### config.mk
export PLATFORM = sky130hd
export DESIGN_NAME = execute_stage_md
export DESIGN_NICKNAME = d
export VERILOG_FILES = /design/src/rtl/execute_stage_md_pkg.sv /design/src/rtl/execute_stage_md_muldiv_iter.sv /design/src/rtl/execute_stage_md.sv
export SDC_FILE = /design/constraint.sdc
export NUM_CORES = 2
export LEC_CHECK = 0
export ABC_AREA = 0
export ABC_CLOCK_PERIOD_IN_PS = 8000
export CORE_UTILIZATION = 35
export CTS_CLUSTER_SIZE = 20
export DETAILED_ROUTE_END_ITERATION = 6
export PLACE_DENSITY = 0.6
export SLEW_MARGIN = 10
export SYNTH_ARGS = -nofsm -noshare
export SYNTH_HDL_FRONTEND = slang
export SYNTH_SLANG_ARGS = --single-unit
### constraint.sdc
create_clock -name clk -period 8 [get_ports clk]
set_clock_uncertainty 0.15 [all_clocks]
set_input_delay 0.8 -clock clk [delete_from_list [all_inputs] [get_ports clk]]
set_output_delay 0.8 -clock clk [all_outputs]
set_load 0.02 [all_outputs]
### src/rtl/execute_stage_md_pkg.sv
// Shared encodings for the execute stage: ALU ops, M-extension funct3,
// forwarding selects, store formatting and the multiply/divide FSM states.
package execute_stage_md_pkg;

    typedef enum logic [3:0] {
        ALU_ADD   = 4'd0,
        ALU_SUB   = 4'd1,
        ALU_AND   = 4'd2,
        ALU_OR    = 4'd3,
        ALU_XOR   = 4'd4,
        ALU_SLT   = 4'd5,
        ALU_SLTU  = 4'd6,
        ALU_SLL   = 4'd7,
        ALU_SRL   = 4'd8,
        ALU_SRA   = 4'd9,
        ALU_PASSB = 4'd10
    } alu_ctrl_e;

    typedef enum logic [2:0] {
        MD_MUL    = 3'b000,
        MD_MULH   = 3'b001,
        MD_MULHSU = 3'b010,
        MD_MULHU  = 3'b011,
        MD_DIV    = 3'b100,
        MD_DIVU   = 3'b101,
        MD_REM    = 3'b110,
        MD_REMU   = 3'b111
    } md_op_e;

    typedef enum logic [1:0] {
        FWD_REG  = 2'b00,
        FWD_MEM  = 2'b01,
        FWD_WB   = 2'b10,
        FWD_ZERO = 2'b11
    } fwd_sel_e;

    typedef enum logic [1:0] {
        ST_SB   = 2'b00,
        ST_SH   = 2'b01,
        ST_SW   = 2'b10,
        ST_ZERO = 2'b11
    } store_src_e;

    typedef enum logic [1:0] {
        MD_IDLE = 2'd0,
        MD_BUSY = 2'd1,
        MD_DONE = 2'd2
    } md_state_e;

    // funct3 bit 2 separates the divide family from the multiply family
    function automatic logic md_is_div(input logic [2:0] op);
        return op[2];
    endfunction

endpackage

### src/rtl/execute_stage_md_muldiv_iter.sv
// Iterative RV32M/RV64M unit: one radix-2 step per cycle on operand
// magnitudes, sign fix-up applied combinationally once in DONE.
module muldiv_iter
    import execute_stage_md_pkg::*;
#(
    parameter int XLEN = 32
)(
    input  logic            clk,
    input  logic            reset,
    input  logic            i_start,
    input  logic            i_kill,
    input  logic            i_hold,
    input  logic [2:0]      i_op,
    input  logic [XLEN-1:0] i_a,
    input  logic [XLEN-1:0] i_b,
    output logic            o_busy,
    output logic            o_done,
    output logic [XLEN-1:0] o_result
);
    localparam int CW = $clog2(XLEN);

    md_state_e         r_state;
    logic [CW-1:0]     r_cnt;
    logic [XLEN-1:0]   r_hi;     // product high half / partial remainder
    logic [XLEN-1:0]   r_lo;     // multiplier bits / dividend bits -> quotient
    logic [XLEN-1:0]   r_b;      // multiplicand / divisor magnitude
    logic [2:0]        r_op;
    logic              r_neg_q;  // negate product or quotient
    logic              r_neg_r;  // negate remainder (sign of dividend)
    logic              r_dz;     // divide by zero: quotient forced to all-ones

    logic              w_a_neg, w_b_neg;
    logic [XLEN-1:0]   w_a_mag, w_b_mag;
    logic [XLEN:0]     w_mul_sum;
    logic [XLEN:0]     w_div_shift;
    logic              w_div_ge;
    logic [XLEN-1:0]   w_div_sub;
    logic [2*XLEN-1:0] w_prod, w_prod_s;
    logic [XLEN-1:0]   w_quo, w_rem;

    // Operand signedness and magnitudes at capture time
    always_comb begin
        // NOTE: every combinational output gets a default first so no path leaves it unassigned (no latch).
        w_a_neg = 1'b0;
        w_b_neg = 1'b0;
        case (md_op_e'(i_op))
            MD_MULH, MD_DIV, MD_REM: begin
                w_a_neg = i_a[XLEN-1];
                w_b_neg = i_b[XLEN-1];
            end
            MD_MULHSU: w_a_neg = i_a[XLEN-1];
            default: ;
        endcase
        w_a_mag = w_a_neg ? -i_a : i_a;
        w_b_mag = w_b_neg ? -i_b : i_b;
    end

    // One shift-add multiply step and one restoring divide step
    always_comb begin
        w_mul_sum   = {1'b0, r_hi} + (r_lo[0] ? {1'b0, r_b} : '0);
        w_div_shift = {r_hi, r_lo[XLEN-1]};
        w_div_ge    = w_div_shift >= {1'b0, r_b};
        w_div_sub   = w_div_shift[XLEN-1:0] - r_b;
    end

    // Sign correction and result selection, valid while in DONE
    always_comb begin
        w_prod   = {r_hi, r_lo};
        w_prod_s = r_neg_q ? -w_prod : w_prod;
        w_quo    = r_dz ? '1 : (r_neg_q ? -r_lo : r_lo);
        w_rem    = r_neg_r ? -r_hi : r_hi;
        case (md_op_e'(r_op))
            MD_MUL:                       o_result = w_prod_s[XLEN-1:0];
            MD_MULH, MD_MULHSU, MD_MULHU: o_result = w_prod_s[2*XLEN-1:XLEN];
            MD_DIV, MD_DIVU:              o_result = w_quo;
            default:                      o_result = w_rem;
        endcase
    end

    // Control FSM with iteration counter and datapath registers
    always_ff @(posedge clk or posedge reset) begin
        // NOTE: state is updated with non-blocking assignments so every register samples pre-edge values.
        if (reset) begin
            r_state <= MD_IDLE;
            r_cnt   <= '0;
            r_hi    <= '0;
            r_lo    <= '0;
            r_b     <= '0;
            r_op    <= '0;
            r_neg_q <= 1'b0;
            r_neg_r <= 1'b0;
            r_dz    <= 1'b0;
        end else begin
            case (r_state)
                MD_IDLE: begin
                    if (i_start) begin
                        r_state <= MD_BUSY;
                        r_cnt   <= '0;
                        r_hi    <= '0;
                        r_lo    <= w_a_mag;
                        r_b     <= w_b_mag;
                        r_op    <= i_op;
                        r_neg_q <= w_a_neg ^ w_b_neg;
                        r_neg_r <= w_a_neg;
                        r_dz    <= md_is_div(i_op) && (i_b == '0);
                    end
                end
                MD_BUSY: begin
                    if (i_kill) begin
                        r_state <= MD_IDLE;
                    end else begin
                        if (md_is_div(r_op)) begin
                            r_hi <= w_div_ge ? w_div_sub : w_div_shift[XLEN-1:0];
                            r_lo <= {r_lo[XLEN-2:0], w_div_ge};
                        end else begin
                            {r_hi, r_lo} <= {w_mul_sum, r_lo[XLEN-1:1]};
                        end
                        r_cnt <= r_cnt + CW'(1);
                        if (r_cnt == CW'(XLEN-1)) r_state <= MD_DONE;
                    end
                end
                MD_DONE: begin
                    if (i_kill || !i_hold) r_state <= MD_IDLE;
                end
                default: r_state <= MD_IDLE;
            endcase
        end
    end

    assign o_busy = (r_state != MD_IDLE);
    assign o_done = (r_state == MD_DONE);

endmodule

### src/rtl/execute_stage_md.sv
// Execute stage: forwarding, ALU, branch target, store formatting, the
// iterative M unit and the EX/MEM pipeline register with valid tracking.
module execute_stage_md
    import execute_stage_md_pkg::*;
#(
    parameter int XLEN  = 32,
    parameter bit MD_EN = 1'b1
)(
    input  logic            clk,
    input  logic            reset,
    input  logic            i_id_valid,
    input  logic [XLEN-1:0] i_rd1,
    input  logic [XLEN-1:0] i_rd2,
    input  logic [XLEN-1:0] i_pc,
    input  logic [XLEN-1:0] i_pc_plus4,
    input  logic [XLEN-1:0] i_imm,
    input  logic [3:0]      i_alu_ctrl,
    input  logic            i_alu_src,
    input  logic            i_md_en,
    input  logic [2:0]      i_md_op,
    input  logic [1:0]      i_store_src,
    input  logic [1:0]      i_fwd_a_sel,
    input  logic [1:0]      i_fwd_b_sel,
    input  logic [XLEN-1:0] i_fwd_mem,
    input  logic [XLEN-1:0] i_fwd_wb,
    input  logic [4:0]      i_rd_in,
    input  logic            i_reg_write_in,
    input  logic            i_mem_write_in,
    input  logic [2:0]      i_result_src_in,
    input  logic            i_mem_stall,
    input  logic            i_md_kill,
    output logic            o_ex_stall,
    output logic            o_md_busy,
    output logic [XLEN-1:0] o_pc_target,
    output logic [XLEN-1:0] o_ex_result_m,
    output logic [XLEN-1:0] o_mem_wdata_m,
    output logic [XLEN-1:0] o_pc_m,
    output logic [XLEN-1:0] o_pc_plus4_m,
    output logic [4:0]      o_rd_m,
    output logic            o_reg_write_m,
    output logic            o_mem_write_m,
    output logic            o_valid_m,
    output logic [2:0]      o_result_src_m
);
    localparam int SHW = $clog2(XLEN);

    logic [XLEN-1:0] w_src_a, w_fwd_b, w_src_b, w_alu_y, w_store;
    logic [XLEN-1:0] w_md_result, w_ex_result;
    logic            w_md_req, w_md_busy, w_md_done, w_kill;

    logic [XLEN-1:0] r_ex_result, r_mem_wdata, r_pc, r_pc_plus4;
    logic [4:0]      r_rd;
    logic            r_reg_write, r_mem_write, r_valid;
    logic [2:0]      r_result_src;

    function automatic logic [XLEN-1:0] fwd_mux(input logic [1:0] sel,
                                                input logic [XLEN-1:0] reg_v,
                                                input logic [XLEN-1:0] mem_v,
                                                input logic [XLEN-1:0] wb_v);
        case (fwd_sel_e'(sel))
            FWD_REG: return reg_v;
            FWD_MEM: return mem_v;
            FWD_WB:  return wb_v;
            default: return '0;
        endcase
    endfunction

    // Forwarding muxes, then the immediate select on the B operand
    always_comb begin
        w_src_a = fwd_mux(i_fwd_a_sel, i_rd1, i_fwd_mem, i_fwd_wb);
        w_fwd_b = fwd_mux(i_fwd_b_sel, i_rd2, i_fwd_mem, i_fwd_wb);
        w_src_b = i_alu_src ? i_imm : w_fwd_b;
    end

    // Single-cycle ALU
    always_comb begin
        case (alu_ctrl_e'(i_alu_ctrl))
            ALU_ADD:   w_alu_y = w_src_a + w_src_b;
            ALU_SUB:   w_alu_y = w_src_a - w_src_b;
            ALU_AND:   w_alu_y = w_src_a & w_src_b;
            ALU_OR:    w_alu_y = w_src_a | w_src_b;
            ALU_XOR:   w_alu_y = w_src_a ^ w_src_b;
            ALU_SLT:   w_alu_y = XLEN'($signed(w_src_a) < $signed(w_src_b));
            ALU_SLTU:  w_alu_y = XLEN'(w_src_a < w_src_b);
            ALU_SLL:   w_alu_y = w_src_a << w_src_b[SHW-1:0];
            ALU_SRL:   w_alu_y = w_src_a >> w_src_b[SHW-1:0];
            ALU_SRA:   w_alu_y = $unsigned($signed(w_src_a) >>> w_src_b[SHW-1:0]);
            ALU_PASSB: w_alu_y = w_src_b;
            default:   w_alu_y = '0;
        endcase
    end

    // Store data comes from forwarded B, ahead of the immediate mux
    always_comb begin
        case (store_src_e'(i_store_src))
            ST_SB:   w_store = XLEN'($signed(w_fwd_b[7:0]));
            ST_SH:   w_store = XLEN'($signed(w_fwd_b[15:0]));
            ST_SW:   w_store = XLEN'($signed(w_fwd_b[31:0]));
            default: w_store = '0;
        endcase
    end

    assign o_pc_target = i_pc + i_imm;

    // The M unit only sees requests when the extension is built in
    assign w_md_req = i_id_valid & i_md_en & MD_EN;

    muldiv_iter #(.XLEN(XLEN)) u_muldiv (
        .clk      (clk),
        .reset    (reset),
        .i_start  (w_md_req),
        .i_kill   (i_md_kill),
        .i_hold   (i_mem_stall),
        .i_op     (i_md_op),
        .i_a      (w_src_a),
        .i_b      (w_fwd_b),
        .o_busy   (w_md_busy),
        .o_done   (w_md_done),
        .o_result (w_md_result)
    );

    assign o_ex_stall  = i_mem_stall | (w_md_req & ~w_md_done);
    assign o_md_busy   = w_md_busy;
    assign w_ex_result = (w_md_req & w_md_done) ? w_md_result : w_alu_y;
    // A killed M op must never reach writeback, even from DONE
    assign w_kill      = i_md_kill & w_md_busy;

    // EX/MEM register: hold on memory stall, bubble on EX stall or kill
    always_ff @(posedge clk or posedge reset) begin
        if (reset) begin
            r_ex_result  <= '0;
            r_mem_wdata  <= '0;
            r_pc         <= '0;
            r_pc_plus4   <= '0;
            r_rd         <= '0;
            r_reg_write  <= 1'b0;
            r_mem_write  <= 1'b0;
            r_valid      <= 1'b0;
            r_result_src <= '0;
        end else if (!i_mem_stall) begin
            r_ex_result  <= w_ex_result;
            r_mem_wdata  <= w_store;
            r_pc         <= i_pc;
            r_pc_plus4   <= i_pc_plus4;
            r_rd         <= i_rd_in;
            r_result_src <= i_result_src_in;
            if (o_ex_stall || w_kill) begin
                r_valid     <= 1'b0;
                r_reg_write <= 1'b0;
                r_mem_write <= 1'b0;
            end else begin
                r_valid     <= i_id_valid;
                r_reg_write <= i_reg_write_in;
                r_mem_write <= i_mem_write_in;
            end
        end
    end

    assign o_ex_result_m  = r_ex_result;
    assign o_mem_wdata_m  = r_mem_wdata;
    assign o_pc_m         = r_pc;
    assign o_pc_plus4_m   = r_pc_plus4;
    assign o_rd_m         = r_rd;
    assign o_reg_write_m  = r_reg_write;
    assign o_mem_write_m  = r_mem_write;
    assign o_valid_m      = r_valid;
    assign o_result_src_m = r_result_src;

endmodule

==> results.cfg <==
[cells_and_area]
layout.cells.non_filler = 5375
area_growth_from_synthesis_to_layout_pct = 22.32
ff_latch_area_um2 = 6208
final_net_count = 4657
layout_commonest_cell = sky130_fd_sc_hd__clkdlybuf4s50_1
multi_input_logic_area_um2 = 22410
filler_cell_count = 8823
share_of_layout_cells_above_drive_strength_1_pct = 8.712
layout_common_cells = 421 x sky130_fd_sc_hd__clkdlybuf4s50_1, 354 x sky130_fd_sc_hd__a21oi_1, 320 x sky130_fd_sc_hd__nand2_1, 317 x sky130_fd_sc_hd__nor2_1, 315 x sky130_fd_sc_hd__o21ai_0

[cts]
cts_hold_buffers = 0
cts.repair_timing.setup_buffer_count = 0
clock_tree.htree_level_count = 2
cts.reportedPaths.clkPinSlew_ns = 0.05
cts_tree = done
worst_skew_pair.late_latency_ns = 0.61
clk_root_buffer_cell = sky130_fd_sc_hd__clkbuf_16
cts_inserted_buffers = 37
cts-root-to-sink-buffers = 3
post_cts_repair_resize_count = 0
cts_num_sinks = 248

[worst_setup_path]
timing.setup.critical_path_class = in -> reg
cp_cell_sequence = clkdlybuf4s50_1 -> buf_4 -> nor2b_2 -> buf_4 -> o2bb2ai_1 -> mux2i_1 -> inv_1 -> ha_1 -> inv_1 -> a21oi_1 -> o2111ai_1 -> nand3_1 -> nand4_1 -> o31ai_1 -> o21bai_1 -> a2111oi_0 -> o41ai_1 -> a2bb2oi_1
critPathTopFamily = compound AO/OA/AOI/OAI gates
critPathLaunchType = primary input
worstPathArrival_ns = 6.44
worstPathBufferInverterCount = 5
crit_fanout = 37
worst_path_max_delay_cell = sky130_fd_sc_hd__a2111oi_0
worst_setup_path_end_kind = flop
timing.critical_path.required_ns = 8.35
slowest_delay_ns = 0.59

[drt]
postRouteAntennaNets = 0
detail_route.first_pass.iterations = 7
count_of_unresolved_drc_violations_after_routing = 0
postRouteWirelength_um = 152400
iter_0_drt_violations = 3892
route.detailed.wl_per_inst_um = 28.36
detail_route.vias_per_cell = 6.152
detailroute.via_count = 33068

[floorplan]
die_width_um = 296.1
core_um2 = 85410
dieArea_um2 = 87680
initial_core_util_pct = 35.45
rows = 107
io_pins = 427
die_height_um = 296.1

[yosys]
synth_enable_flop_cells = 0
synth_seq_cells = 248
yosys.cell_types.count = 102
syn-cell-area_um2 = 30280
sequential_cell_area_fraction_in_the_yosys_report_pct = 20.50
synth_cells = 3897
synth_nets = 4359
synth.yosys.warnings = 0
avgSynthCellArea_um2 = 7.769
fraction_of_synthesis_flops_using_an_asynchronous_set_or_reset_pin_pct = 100.0
postSynth.topFlopCell = sky130_fd_sc_hd__dfrtp_1

[grt]
antenna_found_initial = 10
wire_length_of_the_first_global_routing_pass_um = 219200
gr-total-overflow = 0
grt_pass1_vias = 31402
grt_usage_pct = 33.80
grt_start_max_net_pins = 136

[place]
globalplace.congestion = 1.090
half_perimeter_wire_length_of_the_detailed_placement_result_um = 119100
placement.io_buffers = 426
dpl.cell_count = 5300

[sta]
timing.final.hold_violations = 0
maxSlewHeadroom_pct = 13.79
setup-violations-final = 0
rsz0062_at_grt = false
layout_min_cycle_time_ns = 6.086
fmax_ghz = 0.1643
tns_ns = 0
report.final.slew_viol_count = 0
timing.final.crit_share_pct = 76.08
worst_pin_slew_ns = 1.285

[status]
result_of_the_run = finished clean

[pwr]
power_density_nw_per_um2 = 236.8
vdd.ir_drop.worst_v = 0.0001692
power.leakage_nw = 15.61

[flow_run]
drv.max_cap_violation_count = 0

[worst_hold_path]
timing.hold.worst.class = reg -> reg
==> registers in the layout, summed over array words and instances, names as in the netlist, 2 cells and up <==
signal and cells:
o_ex_result_m 32, o_mem_wdata_m 32, o_pc_m 32, o_pc_plus4_m 32, u_muldiv.r_b 32, u_muldiv.r_hi 32, u_muldiv.r_lo 32, o_rd_m 5
u_muldiv.r_cnt 5, o_result_src_m 3, u_muldiv.r_op 3, u_muldiv.r_state 2
==> per-stage QoR <==
| step | hold slack [ns] | area, µm² | total power, mW | util (%) | setup WS [ns] |
|---|---|---|---|---|---|
| 2_1_floorplan | 0.2953 | 30280 | 5.220 | - | 0.2351 |
| 3_3_place_gp | 0.3072 | 35770 | 6.921 | 41.88 | 1.671 |
| 3_5_place_dp | 0.3176 | 35770 | 6.922 | 41.88 | 1.497 |
| 4_1_cts | 0.3293 | 37020 | 8.676 | 43.34 | 2.020 |
| 5_1_grt | 0.3499 | 37020 | 9.256 | 43.34 | 1.589 |
| 6_report | 0.3254 | 37030 | 8.770 | 43.36 | 1.914 |
==> worst reg2reg max path: stages, from the launching register on <==
cell                       delay, ns
sky130_fd_sc_hd__dfrtp_1        0.50
sky130_fd_sc_hd__or4_4          0.62
sky130_fd_sc_hd__nor4_2         0.44
sky130_fd_sc_hd__nand4b_1       0.69
sky130_fd_sc_hd__o41ai_1        0.64
sky130_fd_sc_hd__xnor2_1        0.17
sky130_fd_sc_hd__a21oi_1        0.09
sky130_fd_sc_hd__a211oi_1       1.03
sky130_fd_sc_hd__o22ai_1        0.15
sky130_fd_sc_hd__a31oi_1        0.20
==> cell type report <==
cell class                      count  share of cell area, %
Antenna cell                        7                0.04730
Clock buffer                       47                  2.710
Clock inverter                     21                 0.6419
Inverter                          185                  1.895
Multi-Input combinational cell   3195                  60.51
Sequential cell                   248                  16.76
Tap cell                         1144                  3.865
Timing Repair Buffer              528                  13.57
==> routing by layer <==
| layer | share of wire [%] | vias to the layer above | GRT usage (%) |
|---|---|---|---|
| li1 | - | 14959 | - |
| met1 | 41 | 15897 | 43.64 |
| met2 | 44 | 1833 | 53.17 |
| met3 | 8.7 | 373 | 7.217 |
| met4 | 5.8 | 6 | 16.60 |
| met5 | 0.027 | - | 0 |
==> where the power goes <==
part,switching (mW),total (mW),leakage (nW),internal [mW]
combinational,3.08,5.09,12.0,2.02
clock,0.738,1.71,0.582,0.972
sequential,0.475,1.97,3.07,1.49
==> final timing paths <==
path / from / endpoint / slack (ns) / depth (start not counted)
min reg2reg: u_muldiv.r_cnt[4] / u_muldiv.r_cnt[4] / 0.33 / 2
min: u_muldiv.r_cnt[4] / u_muldiv.r_cnt[4] / 0.33 / 2
max in group asynchronous: reset / o_pc_plus4_m[6] / 5.89 / 3
min in group asynchronous: reset / o_pc_m[15] / 0.50 / 2
max reg2reg: u_muldiv.r_lo[16] / o_ex_result_m[27] / 3.24 / 9
max: i_fwd_b_sel[1] / o_ex_result_m[0] / 1.91 / 18
==> synth_stat cells, types with 13 or more instances <==
library cell,number,area (µm²)
sky130_fd_sc_hd__a2111oi_0,15,131.4
sky130_fd_sc_hd__a211oi_1,44,330.3
sky130_fd_sc_hd__a21o_1,62,465.5
sky130_fd_sc_hd__a21oi_1,356,1782
sky130_fd_sc_hd__a221oi_1,26,227.7
sky130_fd_sc_hd__a22o_1,19,166.4
sky130_fd_sc_hd__a22oi_1,39,292.8
sky130_fd_sc_hd__a2bb2oi_1,13,113.9
sky130_fd_sc_hd__a31oi_1,51,319.1
sky130_fd_sc_hd__and2_1,18,112.6
sky130_fd_sc_hd__and3_1,19,118.9
sky130_fd_sc_hd__buf_1,31,116.4
sky130_fd_sc_hd__buf_2,31,155.2
sky130_fd_sc_hd__clkbuf_1,193,724.4
sky130_fd_sc_hd__dfrtp_1,248,6206
sky130_fd_sc_hd__ha_1,204,2552
sky130_fd_sc_hd__inv_1,179,671.9
sky130_fd_sc_hd__mux2_2,101,1137
sky130_fd_sc_hd__mux2i_1,281,2813
sky130_fd_sc_hd__nand2_1,321,1205
sky130_fd_sc_hd__nand2b_1,31,193.9
sky130_fd_sc_hd__nand3_1,54,270.3
sky130_fd_sc_hd__nand4_1,17,106.4
sky130_fd_sc_hd__nor2_1,323,1212
sky130_fd_sc_hd__nor2b_1,29,181.4
sky130_fd_sc_hd__nor3_1,73,365.4
sky130_fd_sc_hd__nor4_1,21,131.4
sky130_fd_sc_hd__o211ai_1,43,322.8
sky130_fd_sc_hd__o21a_1,20,150.1
sky130_fd_sc_hd__o21ai_0,315,1577
sky130_fd_sc_hd__o21ai_1,25,125.1
sky130_fd_sc_hd__o21bai_1,25,187.7
sky130_fd_sc_hd__o221ai_1,29,254.0
sky130_fd_sc_hd__o22ai_1,36,225.2
sky130_fd_sc_hd__o2bb2ai_1,24,210.2
sky130_fd_sc_hd__o2bb2ai_2,13,195.2
sky130_fd_sc_hd__o31ai_1,44,330.3
sky130_fd_sc_hd__or2_2,21,131.4
sky130_fd_sc_hd__or3_1,38,237.7
sky130_fd_sc_hd__xnor2_1,140,1226
sky130_fd_sc_hd__xor2_1,96,840.8
==> kinds of logic (layout without fill, tap and decap cells) <==
kind of cell	after synthesis	in the layout	share of synthesized area, %
AO/OA/AOI/OAI	1334	1334	28.61
AND/OR/NAND/NOR	1032	1032	16.12
buffers and inverters	454	781	6.017
multiplexers	385	385	13.23
flip-flops	248	248	20.50
XOR/XNOR	236	236	6.827
adder cells (fa/ha/maj)	208	208	8.695
other	0	7	0
No activity file was read; power rests on OpenSTA's default activity.
